==> src/rtl/pipeline_hazard_ctrl_if.sv <==
// Hazard-control bundle between the pipeline stages (master) and the stall/flush sequencer (slave).
interface pipeline_hazard_ctrl_if;
  logic [4:0] rs1_ID;
  logic [4:0] rs2_ID;
  logic       rs1_used_ID;
  logic       rs2_used_ID;
  logic [4:0] rd_EX;
  logic [2:0] dm_rd_ctrl_EX;
  logic       branch_taken_EX;
  logic       mem_req;
  logic       mem_ready;
  logic       stall_IF;
  logic       stall_ID;
  logic       stall_EX;
  logic       bubble_EX;
  logic       kill_ID;
  logic [1:0] state_o;
  logic       mem_timeout;

  modport master (
    output rs1_ID, rs2_ID, rs1_used_ID, rs2_used_ID, rd_EX, dm_rd_ctrl_EX,
           branch_taken_EX, mem_req, mem_ready,
    input  stall_IF, stall_ID, stall_EX, bubble_EX, kill_ID, state_o, mem_timeout
  );

  modport slave (
    input  rs1_ID, rs2_ID, rs1_used_ID, rs2_used_ID, rd_EX, dm_rd_ctrl_EX,
           branch_taken_EX, mem_req, mem_ready,
    output stall_IF, stall_ID, stall_EX, bubble_EX, kill_ID, state_o, mem_timeout
  );
endinterface

==> src/rtl/pipeline_hazard_ctrl.sv <==
// Stall/flush sequencer for the 5-stage pipeline: load-use, branch flush window, memory wait.
// Optional performance counters are enabled with `define HAZARD_PERF_EN.
module pipeline_hazard_ctrl #(
  parameter int FLUSH_CYCLES = 2,
  parameter int MEM_TIMEOUT  = 255
) (
  input  logic                  clk,
  input  logic                  reset,
  pipeline_hazard_ctrl_if.slave hz
`ifdef HAZARD_PERF_EN
  ,
  output logic [31:0]           perf_lu_stalls,
  output logic [31:0]           perf_flushes,
  output logic [31:0]           perf_mem_cycles
`endif
);

  typedef enum logic [1:0] {
    S_RUN      = 2'd0,
    S_FLUSH    = 2'd1,
    S_MEM_WAIT = 2'd2,
    S_UNUSED   = 2'd3
  } state_t;

  localparam logic [3:0] LP_FLUSH_RELOAD = 4'(FLUSH_CYCLES - 1);
  localparam logic [7:0] LP_TIMEOUT      = 8'(MEM_TIMEOUT);

  state_t     r_state;
  state_t     w_state_nxt;
  logic [3:0] r_flush_cnt;
  logic [3:0] w_flush_cnt_nxt;
  logic [7:0] r_wait_cnt;
  logic [7:0] w_wait_cnt_nxt;
  logic       r_timeout;
  logic       w_timeout_nxt;

  logic       w_load_use;
  logic       w_mem_stall;
  logic       w_stall_if;
  logic       w_stall_id;
  logic       w_stall_ex;
  logic       w_bubble_ex;
  logic       w_kill_id;
  logic       w_lu_stall;
  logic       w_br_accept;

  function automatic logic [7:0] sat_inc8(input logic [7:0] v);
    return (v == 8'hFF) ? v : v + 8'd1;
  endfunction

  assign w_load_use  = (hz.dm_rd_ctrl_EX != 3'd0) && (hz.rd_EX != 5'd0) &&
                       ((hz.rs1_used_ID && (hz.rs1_ID == hz.rd_EX)) ||
                        (hz.rs2_used_ID && (hz.rs2_ID == hz.rd_EX)));
  assign w_mem_stall = hz.mem_req && !hz.mem_ready;

  always_comb begin
    w_state_nxt     = r_state;
    w_flush_cnt_nxt = r_flush_cnt;
    w_wait_cnt_nxt  = r_wait_cnt;
    w_timeout_nxt   = r_timeout;
    w_stall_if      = 1'b0;
    w_stall_id      = 1'b0;
    w_stall_ex      = 1'b0;
    w_bubble_ex     = 1'b0;
    w_kill_id       = 1'b0;
    w_lu_stall      = 1'b0;
    w_br_accept     = 1'b0;

    case (r_state)
      // MEM_WAIT without a stall behaves exactly like RUN for the pending hazards
      S_RUN, S_MEM_WAIT: begin
        if (w_mem_stall) begin
          w_stall_if     = 1'b1;
          w_stall_id     = 1'b1;
          w_stall_ex     = 1'b1;
          w_state_nxt    = S_MEM_WAIT;
          w_wait_cnt_nxt = (r_state == S_RUN) ? 8'd1 : sat_inc8(r_wait_cnt);
          if (w_wait_cnt_nxt >= LP_TIMEOUT) begin
            w_timeout_nxt = 1'b1;
          end
        end else begin
          w_state_nxt    = S_RUN;
          w_wait_cnt_nxt = 8'd0;
          if (hz.branch_taken_EX) begin
            w_kill_id   = 1'b1;
            w_bubble_ex = 1'b1;
            w_br_accept = 1'b1;
            if (FLUSH_CYCLES > 1) begin
              w_state_nxt     = S_FLUSH;
              w_flush_cnt_nxt = LP_FLUSH_RELOAD;
            end
          end else if (w_load_use) begin
            w_stall_if  = 1'b1;
            w_stall_id  = 1'b1;
            w_bubble_ex = 1'b1;
            w_lu_stall  = 1'b1;
          end
        end
      end

      S_FLUSH: begin
        if (w_mem_stall) begin
          w_stall_if = 1'b1;
          w_stall_id = 1'b1;
          w_stall_ex = 1'b1;
        end else begin
          w_kill_id   = 1'b1;
          w_bubble_ex = 1'b1;
          if (hz.branch_taken_EX) begin
            w_br_accept     = 1'b1;
            w_flush_cnt_nxt = LP_FLUSH_RELOAD;
          end else if (r_flush_cnt <= 4'd1) begin
            w_state_nxt     = S_RUN;
            w_flush_cnt_nxt = 4'd0;
          end else begin
            w_flush_cnt_nxt = r_flush_cnt - 4'd1;
          end
        end
      end

      default: begin
        w_state_nxt     = S_RUN;
        w_flush_cnt_nxt = 4'd0;
        w_wait_cnt_nxt  = 8'd0;
      end
    endcase
  end

  always_ff @(posedge clk or negedge reset) begin
    if (!reset) begin
      r_state     <= S_RUN;
      r_flush_cnt <= 4'd0;
      r_wait_cnt  <= 8'd0;
      r_timeout   <= 1'b0;
    end else begin
      r_state     <= w_state_nxt;
      r_flush_cnt <= w_flush_cnt_nxt;
      r_wait_cnt  <= w_wait_cnt_nxt;
      r_timeout   <= w_timeout_nxt;
    end
  end

  // Outputs are forced low for as long as reset is held, regardless of inputs
  assign hz.stall_IF    = reset & w_stall_if;
  assign hz.stall_ID    = reset & w_stall_id;
  assign hz.stall_EX    = reset & w_stall_ex;
  assign hz.bubble_EX   = reset & w_bubble_ex;
  assign hz.kill_ID     = reset & w_kill_id;
  assign hz.state_o     = r_state;
  assign hz.mem_timeout = r_timeout;

`ifdef HAZARD_PERF_EN
  always_ff @(posedge clk or negedge reset) begin
    if (!reset) begin
      perf_lu_stalls  <= 32'd0;
      perf_flushes    <= 32'd0;
      perf_mem_cycles <= 32'd0;
    end else begin
      perf_lu_stalls  <= perf_lu_stalls  + {31'd0, w_lu_stall};
      perf_flushes    <= perf_flushes    + {31'd0, w_br_accept};
      perf_mem_cycles <= perf_mem_cycles + {31'd0, w_stall_ex};
    end
  end
`endif

endmodule
==> src/flat_wrapper.sv <==
// flat-port wrapper written by rule: the top's interface ports become plain ports
module pipeline_hazard_ctrl_flat 
#(
  parameter int FLUSH_CYCLES = 2,
  parameter int MEM_TIMEOUT  = 255
)
  (clk, reset, hz_rs1_ID, hz_rs2_ID, hz_rs1_used_ID, hz_rs2_used_ID, hz_rd_EX, hz_dm_rd_ctrl_EX, hz_branch_taken_EX, hz_mem_req, hz_mem_ready, hz_stall_IF, hz_stall_ID, hz_stall_EX, hz_bubble_EX, hz_kill_ID, hz_state_o, hz_mem_timeout);
  pipeline_hazard_ctrl_if hz_i ();
  input  logic clk;
  input  logic reset;
  input wire logic [$bits(hz_i.rs1_ID)-1:0] hz_rs1_ID;
  input wire logic [$bits(hz_i.rs2_ID)-1:0] hz_rs2_ID;
  input wire logic [$bits(hz_i.rs1_used_ID)-1:0] hz_rs1_used_ID;
  input wire logic [$bits(hz_i.rs2_used_ID)-1:0] hz_rs2_used_ID;
  input wire logic [$bits(hz_i.rd_EX)-1:0] hz_rd_EX;
  input wire logic [$bits(hz_i.dm_rd_ctrl_EX)-1:0] hz_dm_rd_ctrl_EX;
  input wire logic [$bits(hz_i.branch_taken_EX)-1:0] hz_branch_taken_EX;
  input wire logic [$bits(hz_i.mem_req)-1:0] hz_mem_req;
  input wire logic [$bits(hz_i.mem_ready)-1:0] hz_mem_ready;
  output wire logic [$bits(hz_i.stall_IF)-1:0] hz_stall_IF;
  output wire logic [$bits(hz_i.stall_ID)-1:0] hz_stall_ID;
  output wire logic [$bits(hz_i.stall_EX)-1:0] hz_stall_EX;
  output wire logic [$bits(hz_i.bubble_EX)-1:0] hz_bubble_EX;
  output wire logic [$bits(hz_i.kill_ID)-1:0] hz_kill_ID;
  output wire logic [$bits(hz_i.state_o)-1:0] hz_state_o;
  output wire logic [$bits(hz_i.mem_timeout)-1:0] hz_mem_timeout;
  assign hz_i.rs1_ID = hz_rs1_ID;
  assign hz_i.rs2_ID = hz_rs2_ID;
  assign hz_i.rs1_used_ID = hz_rs1_used_ID;
  assign hz_i.rs2_used_ID = hz_rs2_used_ID;
  assign hz_i.rd_EX = hz_rd_EX;
  assign hz_i.dm_rd_ctrl_EX = hz_dm_rd_ctrl_EX;
  assign hz_i.branch_taken_EX = hz_branch_taken_EX;
  assign hz_i.mem_req = hz_mem_req;
  assign hz_i.mem_ready = hz_mem_ready;
  assign hz_stall_IF = hz_i.stall_IF;
  assign hz_stall_ID = hz_i.stall_ID;
  assign hz_stall_EX = hz_i.stall_EX;
  assign hz_bubble_EX = hz_i.bubble_EX;
  assign hz_kill_ID = hz_i.kill_ID;
  assign hz_state_o = hz_i.state_o;
  assign hz_mem_timeout = hz_i.mem_timeout;
  pipeline_hazard_ctrl #(.FLUSH_CYCLES(FLUSH_CYCLES), .MEM_TIMEOUT(MEM_TIMEOUT)) u_core (.clk(clk), .reset(reset), .hz(hz_i));
endmodule
==> config.mk <==
export PLATFORM = sky130hd
export DESIGN_NAME = pipeline_hazard_ctrl_flat
export DESIGN_NICKNAME = d
export VERILOG_FILES = /design/src/rtl/pipeline_hazard_ctrl_if.sv /design/src/rtl/pipeline_hazard_ctrl.sv /design/src/flat_wrapper.sv
export SDC_FILE = /design/constraint.sdc
export NUM_CORES = 1
export LEC_CHECK = 0
export ABC_CLOCK_PERIOD_IN_PS = 2900
export CORE_AREA = 2 2 51 53
export DETAILED_ROUTE_END_ITERATION = 10
export DIE_AREA = 0 0 53 55
export PLACE_DENSITY = 0.83
export SYNTH_ARGS = -nofsm -noshare
export SYNTH_HDL_FRONTEND = slang
export SYNTH_SLANG_ARGS = --single-unit
==> constraint.sdc <==
create_clock -name clk -period 2.9 [get_ports clk]
set_input_delay 0.435 -clock clk [delete_from_list [all_inputs] [get_ports clk]]
set_output_delay 0.435 -clock clk [all_outputs]
set_load 0.05 [all_outputs]
==> flow_summary.toml <==
[floorplan]
initial_core_util_pct = 49.68
die_area_sq_um = 2915
ios = 33
core_sq_um = 2365
rows = 18
fp.dieW_um = 53
die_y_um = 55

[run_status]
status = "finished, final reports clean"

[critical_path]
crit_slowest_cell = "clkdlybuf4s50_1"
cp.required_ns = 2.47
reg2regPathDepth = 5
cp-start-kind = "primary input"
cpPeakStageDelay_ns = 0.48
path_cells = "clkdlybuf4s50_1 > or2b_1 > a22oi_4 > nand2_1 > o21bai_2 > buf_12"
worstSetupEndpointType = "output pin"
path_depth = 6
worst-setup-path-type = "primary input to output pin"
arrival_ns = 2.08
crit_buf_inv = 2
crit_family = "buffers and inverters"
worstPathMaxFanout = 8

[grt]
antenna_found_initial = 0
grt.overflow.total = 0
grt_pass1_vias = 994
grt_usage_pct = 21.52
grt_first_pass_wirelength_um = 4450
grt_max_degree = 17

[yosys]
synth_area_per_cell_sq_um = 9.475
async_flop_share_pct = 100.0
yosys_register_bits = 15
syn_area_sq_um = 1175
ys_types = 55
ys.warnings.count = 0
synth.top_cell.area_share_pct = 31.95
synth_ff_type = "dfrtp_1"
synth-edff-count = 0
synth.area.top_cells = "dfrtp_1 (32%), xor2_1 (6.0%), a21oi_1 (3.8%)"
synth_top_area_cell = "dfrtp_1"
syn_nets = 152
syn_inst = 124
seq_area_frac_synth_pct = 31.95

[timing]
finClkSkew_ns = 0.003512
finalHoldViolations = 0
drv_slew = 0
min_period_ns = 2.512
max_freq_mhz = 398.1
final.setup.tns_ns = 0
setup_viol = 0
period_share_pct = 86.62
slew_headroom_pct = 66.83
fin_ws_ns = 0.3879
tightest_slew_ns = 0.4961
rsz0062_at_grt = "false"

[placed_design]
placed_area_sq_um = 1555
dp_slack_ns = 0.3786
portBuffers = 32
gp_congestion = 0.8526
post-dp-hpwl_um = 2249

[clock_network]
cts_tree = "done"
path_clk_slew_ns = 0.10
cts_buffer_depth = 2
worst_skew_pair.late_latency_ns = 0.30
post_cts_buffers = 0
cts_buffers = 3
clock-sinks = 15
cts.repair.resized = 0
cts-hold-fix-buffers = 0
root_buffer = "clkbuf_4"
cts_max_level = 1

[final_layout]
fill_cells = 183
fin_nets = 185
final_util_pct = 66.93
syn2layout_area_growth_pct = 34.72
design_area_sq_um = 1583
drive_above_1_share_pct = 15.38
diodes = 0

[power_and_ir_drop]
total_power_uw = 737.2
p_leak_uw = 0.0006745
powerDensity_nw_per_um2 = 465.8
max-vdd-ir-drop_mv = 0.4385

[routing]
viasPerCell = 5.688
wl_per_cell_um = 14.98
drt-pass1-iter-count = 4
drcViolationCount = 0
drt-initial-drc-count = 32
drt_wl_total_um = 2787
num_vias = 1058
antenna_left = 0

[flow_run]
drv_cap = 0

[hold_path]
holdCritPathClass = "primary input to async pin"
routing by layer:
layer	wire (um)	vias to the layer above	part of all wire, %	global-route usage [%]
met5	0	-	0	0
met4	44	0	1.6	9.829
met3	67	6	2.4	3.495
met2	1428	12	51	36.67
met1	1247	507	45	26.95
li1	-	533	-	-
synthesized netlist by cell type (3+ instances only):
library cell	count
dfrtp_1	15
a21oi_1	9
xor2_1	8
inv_1	7
nand2_1	7
o21ai_0	6
buf_4	4
nor2_1	4
a21o_1	3
ha_1	3
nor3_1	3
nor4_1	3
o21bai_1	3
xnor2_1	3
registers in the layout, indices dropped and copies added (netlist names):
signal and count:
u_core.hz.mem_timeout 1, u_core.hz.state_o 2, u_core.r_flush_cnt 4, u_core.r_wait_cnt 8
kinds of logic (layout without fill, tap and decap cells):
logic type,count (synthesis),count (layout),synth area share (%)
AO/OA/AOI/OAI,43,43,27.26
XOR/XNOR,11,11,8.201
adder cells (fa/ha/maj),4,4,4.047
buffers and inverters,12,44,5.751
flip-flops,15,15,31.95
multiplexers,2,2,1.810
AND/OR/NAND/NOR,37,37,20.98
worst paths after layout:
kind	slack (ns)	start	endpoint
worst max-delay path	0.39	hz_mem_ready	hz_stall_ID
worst min-delay path	0.48	reset	u_core.r_wait_cnt[5]
worst max register to register	1.17	u_core.r_wait_cnt[0]	u_core.hz.mem_timeout
worst min register to register	0.48	u_core.hz.mem_timeout	u_core.hz.mem_timeout
max in group asynchronous	2.24	reset	u_core.r_wait_cnt[3]
min in group clk	0.48	u_core.hz.mem_timeout	u_core.hz.mem_timeout
power by group:
part	leakage (uW)	total, uW	internal, uW	switching, uW
combinational	0.000460	331	158	172
sequential	0.000197	278	233	45.7
clock	0.0000177	128	51.5	76.7
total	0.000675	737	442	295
stage by stage:
| stage | std cells | hold slack (ns) |
|---|---|---|
| floorplan | 124 | 0.1394 |
| global placement | 182 | 0.4538 |
| detailed placement | 182 | 0.4625 |
| CTS | 186 | 0.4818 |
| global route | 186 | 0.4851 |
| finish | 186 | 0.4825 |
area by class of cell:
cell class                      instances  area [sq um]  share of cell area [%]
Inverter                                7         26.28                   1.660
Clock buffer                            3         22.52                   1.423
Timing Repair Buffer                   33         377.9                   23.87
Sequential cell                        15         375.4                   23.72
Tap cell                               30         37.54                   2.372
Multi-Input combinational cell         97         738.2                   46.64
Clock inverter                          1         5.005                  0.3162
cell usage in the layout, fill, tap and decap left out, types with 5 or more instances in the layout:
| cell type | Yosys | layout |
|---|---|---|
| dfrtp_1 | 15 | 15 |
| inv_1 | 7 | 7 |
| xor2_1 | 8 | 8 |
| o21ai_0 | 6 | 6 |
| buf_12 | 0 | 5 |
| nand2_1 | 7 | 7 |
| a21oi_1 | 9 | 9 |
| clkdlybuf4s50_1 | 0 | 27 |
worst reg2reg max path: cells and delay by family (launching register included):
kind            cells  cell delay [ns]
compound gates      2             0.46
fa+ha+maj           1             0.37
flops               1             0.43
simple gates        2             0.37
(Power assumes the default switching activity.)
==> patch (config.mk and constraints unchanged) <==
`MEM_TIMEOUT` is set to 255 in 2 places; all go to 127.
--- a/src/rtl/pipeline_hazard_ctrl.sv
+++ b/src/rtl/pipeline_hazard_ctrl.sv
@@ -2,7 +2,7 @@
 // Optional performance counters are enabled with `define HAZARD_PERF_EN.
 module pipeline_hazard_ctrl #(
   parameter int FLUSH_CYCLES = 2,
-  parameter int MEM_TIMEOUT  = 255
+  parameter int MEM_TIMEOUT  = 127
 ) (
   input  logic                  clk,
   input  logic                  reset,
--- a/src/flat_wrapper.sv
+++ b/src/flat_wrapper.sv
@@ -2,7 +2,7 @@
 module pipeline_hazard_ctrl_flat 
 #(
   parameter int FLUSH_CYCLES = 2,
-  parameter int MEM_TIMEOUT  = 255
+  parameter int MEM_TIMEOUT  = 127
 )
   (clk, reset, hz_rs1_ID, hz_rs2_ID, hz_rs1_used_ID, hz_rs2_used_ID, hz_rd_EX, hz_dm_rd_ctrl_EX, hz_branch_taken_EX, hz_mem_req, hz_mem_ready, hz_stall_IF, hz_stall_ID, hz_stall_EX, hz_bubble_EX, hz_kill_ID, hz_state_o, hz_mem_timeout);
   pipeline_hazard_ctrl_if hz_i ();
Function: same outputs for any inputs over 10 cycles, from zero or initial values and one cycle with reset low; that may be too few to reach the edited logic, so the function may still have changed.
==> patch against the unedited design <==
Clock skew increased by 2.5 ps. Final area decreased by 0.47%. Wire length increased by 2.5%. Power increased by 8.6%. Sequential cell count unchanged. Setup slack got worse by 93 ps. Synthesized area decreased by 0.21%. Critical endpoint is now hz_stall_IF. Via count increased by 11%. Non-clock buffer count unchanged.
==> patch: results (changes against the unedited design) <==
R2R cell count 5 (unchanged); Layout non-clock buf frac 24.0% (+0.11 points); inverter count 5 (-2); worst r2r dst u_core.r_wait_cnt[5]; Yosys cell types 48 (-13%); ant diodes 0 (unchanged); Synth area leaders dfrtp_1 32%, xor2_1 6.0%, a21oi_1 4.3%, a21o_1 3.8%, o21ai_0 3.4%; layout cell share with drive strength beyond 1 9.76% (-5.6 points); Filler Cell Count 182 (-0.55%); Hold Path Class reg -> reg; Longest Clk Path Bufs 2 (unchanged); area of the multi-input gates 739 um2 (+0.17%); clk_buf instances 4 (+1); multi-input gates 107 (+10%); Post-synth top cells 15 x dfrtp_1, 10 x a21oi_1, 8 x nor2_1, 8 x o21ai_0, 8 x xor2_1; yosys warns 0 (unchanged); Post-Synth XOR/XNOR Area 8.22% (+0.018 points); seq_cells 15 (unchanged); first-pass GRT wire length 4780 um (+7.4%); clock skew 6.04 ps (+2.53 ps); compound-cell area share of the yosys netlist 30.2% (+2.9 points); Synthesized Nets 163 (+7.2%); Hold Path Stages 2; vias after detailed routing 1174 (+11%); clk cell area share 1.67% (-0.071 points); post-synthesis sequential area ratio 32.0% (+0.068 points); Peak VDD IR 444 uV (+1.2%); HPWL Detailed 2260 um (+0.64%); IO buf count 32 (unchanged); CP max stage delay 450 ps (-30 ps); slowest cell on the critical path clkdlybuf4s50_1; Net count, final 193 (+4.3%); routed len/inst 14.7 um (-1.8%); Leak 0.662 nW (-1.9%); Post-CTS Resized 0 (unchanged); post-CTS setup buffers 0 (unchanged); Detailed Route Iter0 Violations 23 (-28%); GRT Overall Usage 22.7% (+1.2 points); Slew @ Worst Pin 496 ps (+0.227 ps); adder-cell share of the synthesized area 3.20% (-0.85 points); GPL Wtd Cong 0.808 (-5.2%); status completed; reg2reg setup slack 1000 ps (-170 ps); mux share of post-synthesis cell area 0% (-1.8 points); FF-to-FF Start u_core.r_wait_cnt[0]; vias in the first global route 1102 (+11%); dpl ws 295 ps (-83.8 ps); CP top delay family compound AO/OA/AOI/OAI gates; Arrival @ worst endpoint 2170 ps (+90 ps)
-- patch: cell types whose count changed in the layout (fill, tap and decap cells not counted), sizes merged, moves of 3 or more --
cell,unedited run,this run
o21ai,6,10
a21o,3,6
and3,1,4
nand2b,1,4
nor2,5,8
nor2b,0,3
-- patch: kinds of logic (layout without fill, tap and decap cells) --
logic type | count (synthesis) | in the layout
adder cells (fa/ha/maj) | 3 | 3
flip-flops | 15 | 15
AND/OR/NAND/NOR | 43 | 43
AO/OA/AOI/OAI | 50 | 50
XOR/XNOR | 11 | 11
buffers and inverters | 13 | 42
-- patch: worst max path at each step --
stage | from | slack (ps) | end
final | hz_mem_ready | 290 | hz_stall_IF
after global routing | hz_mem_ready | 160 | hz_stall_IF
after CTS | hz_mem_ready | 280 | hz_stall_IF
after detailed placement | hz_mem_req | 290 | hz_stall_IF
after global placement | hz_mem_req | 350 | hz_stall_ID
after floorplan | u_core.hz.state_o[0] | 20 | hz_stall_IF
-- patch: metal layers --
| layer | track usage [%] | routed length [um] |
|---|---|---|
| met5 | 0 | 0 |
| met3 | 5.11 | 181 |
| met4 | 5.98 | 41 |
| met1 | 28.6 | 1290 |
| met2 | 39.4 | 1340 |
-- patch: worst min-delay path: stages (launching register included) --
cell     delay, ps
dfrtp_1        360
a31oi_1         50
o31ai_2         50
-- patch: metrics by stage --
stage	hold WS (ps)	power [mW]	instance area, um2	instances
after floorplan	139	0.531	1170	135
after global placement	470	0.660	1550	190
after detailed placement	480	0.672	1550	190
after CTS	502	0.798	1580	194
after global routing	521	0.857	1580	194
final	491	0.800	1580	194
-- patch: where the power goes --
| group | switching [mW] | leakage [nW] | internal, mW |
|---|---|---|---|
| clock network | 0.0738 | 0.0150 | 0.0535 |
| registers | 0.0660 | 0.202 | 0.236 |
| logic | 0.196 | 0.445 | 0.175 |
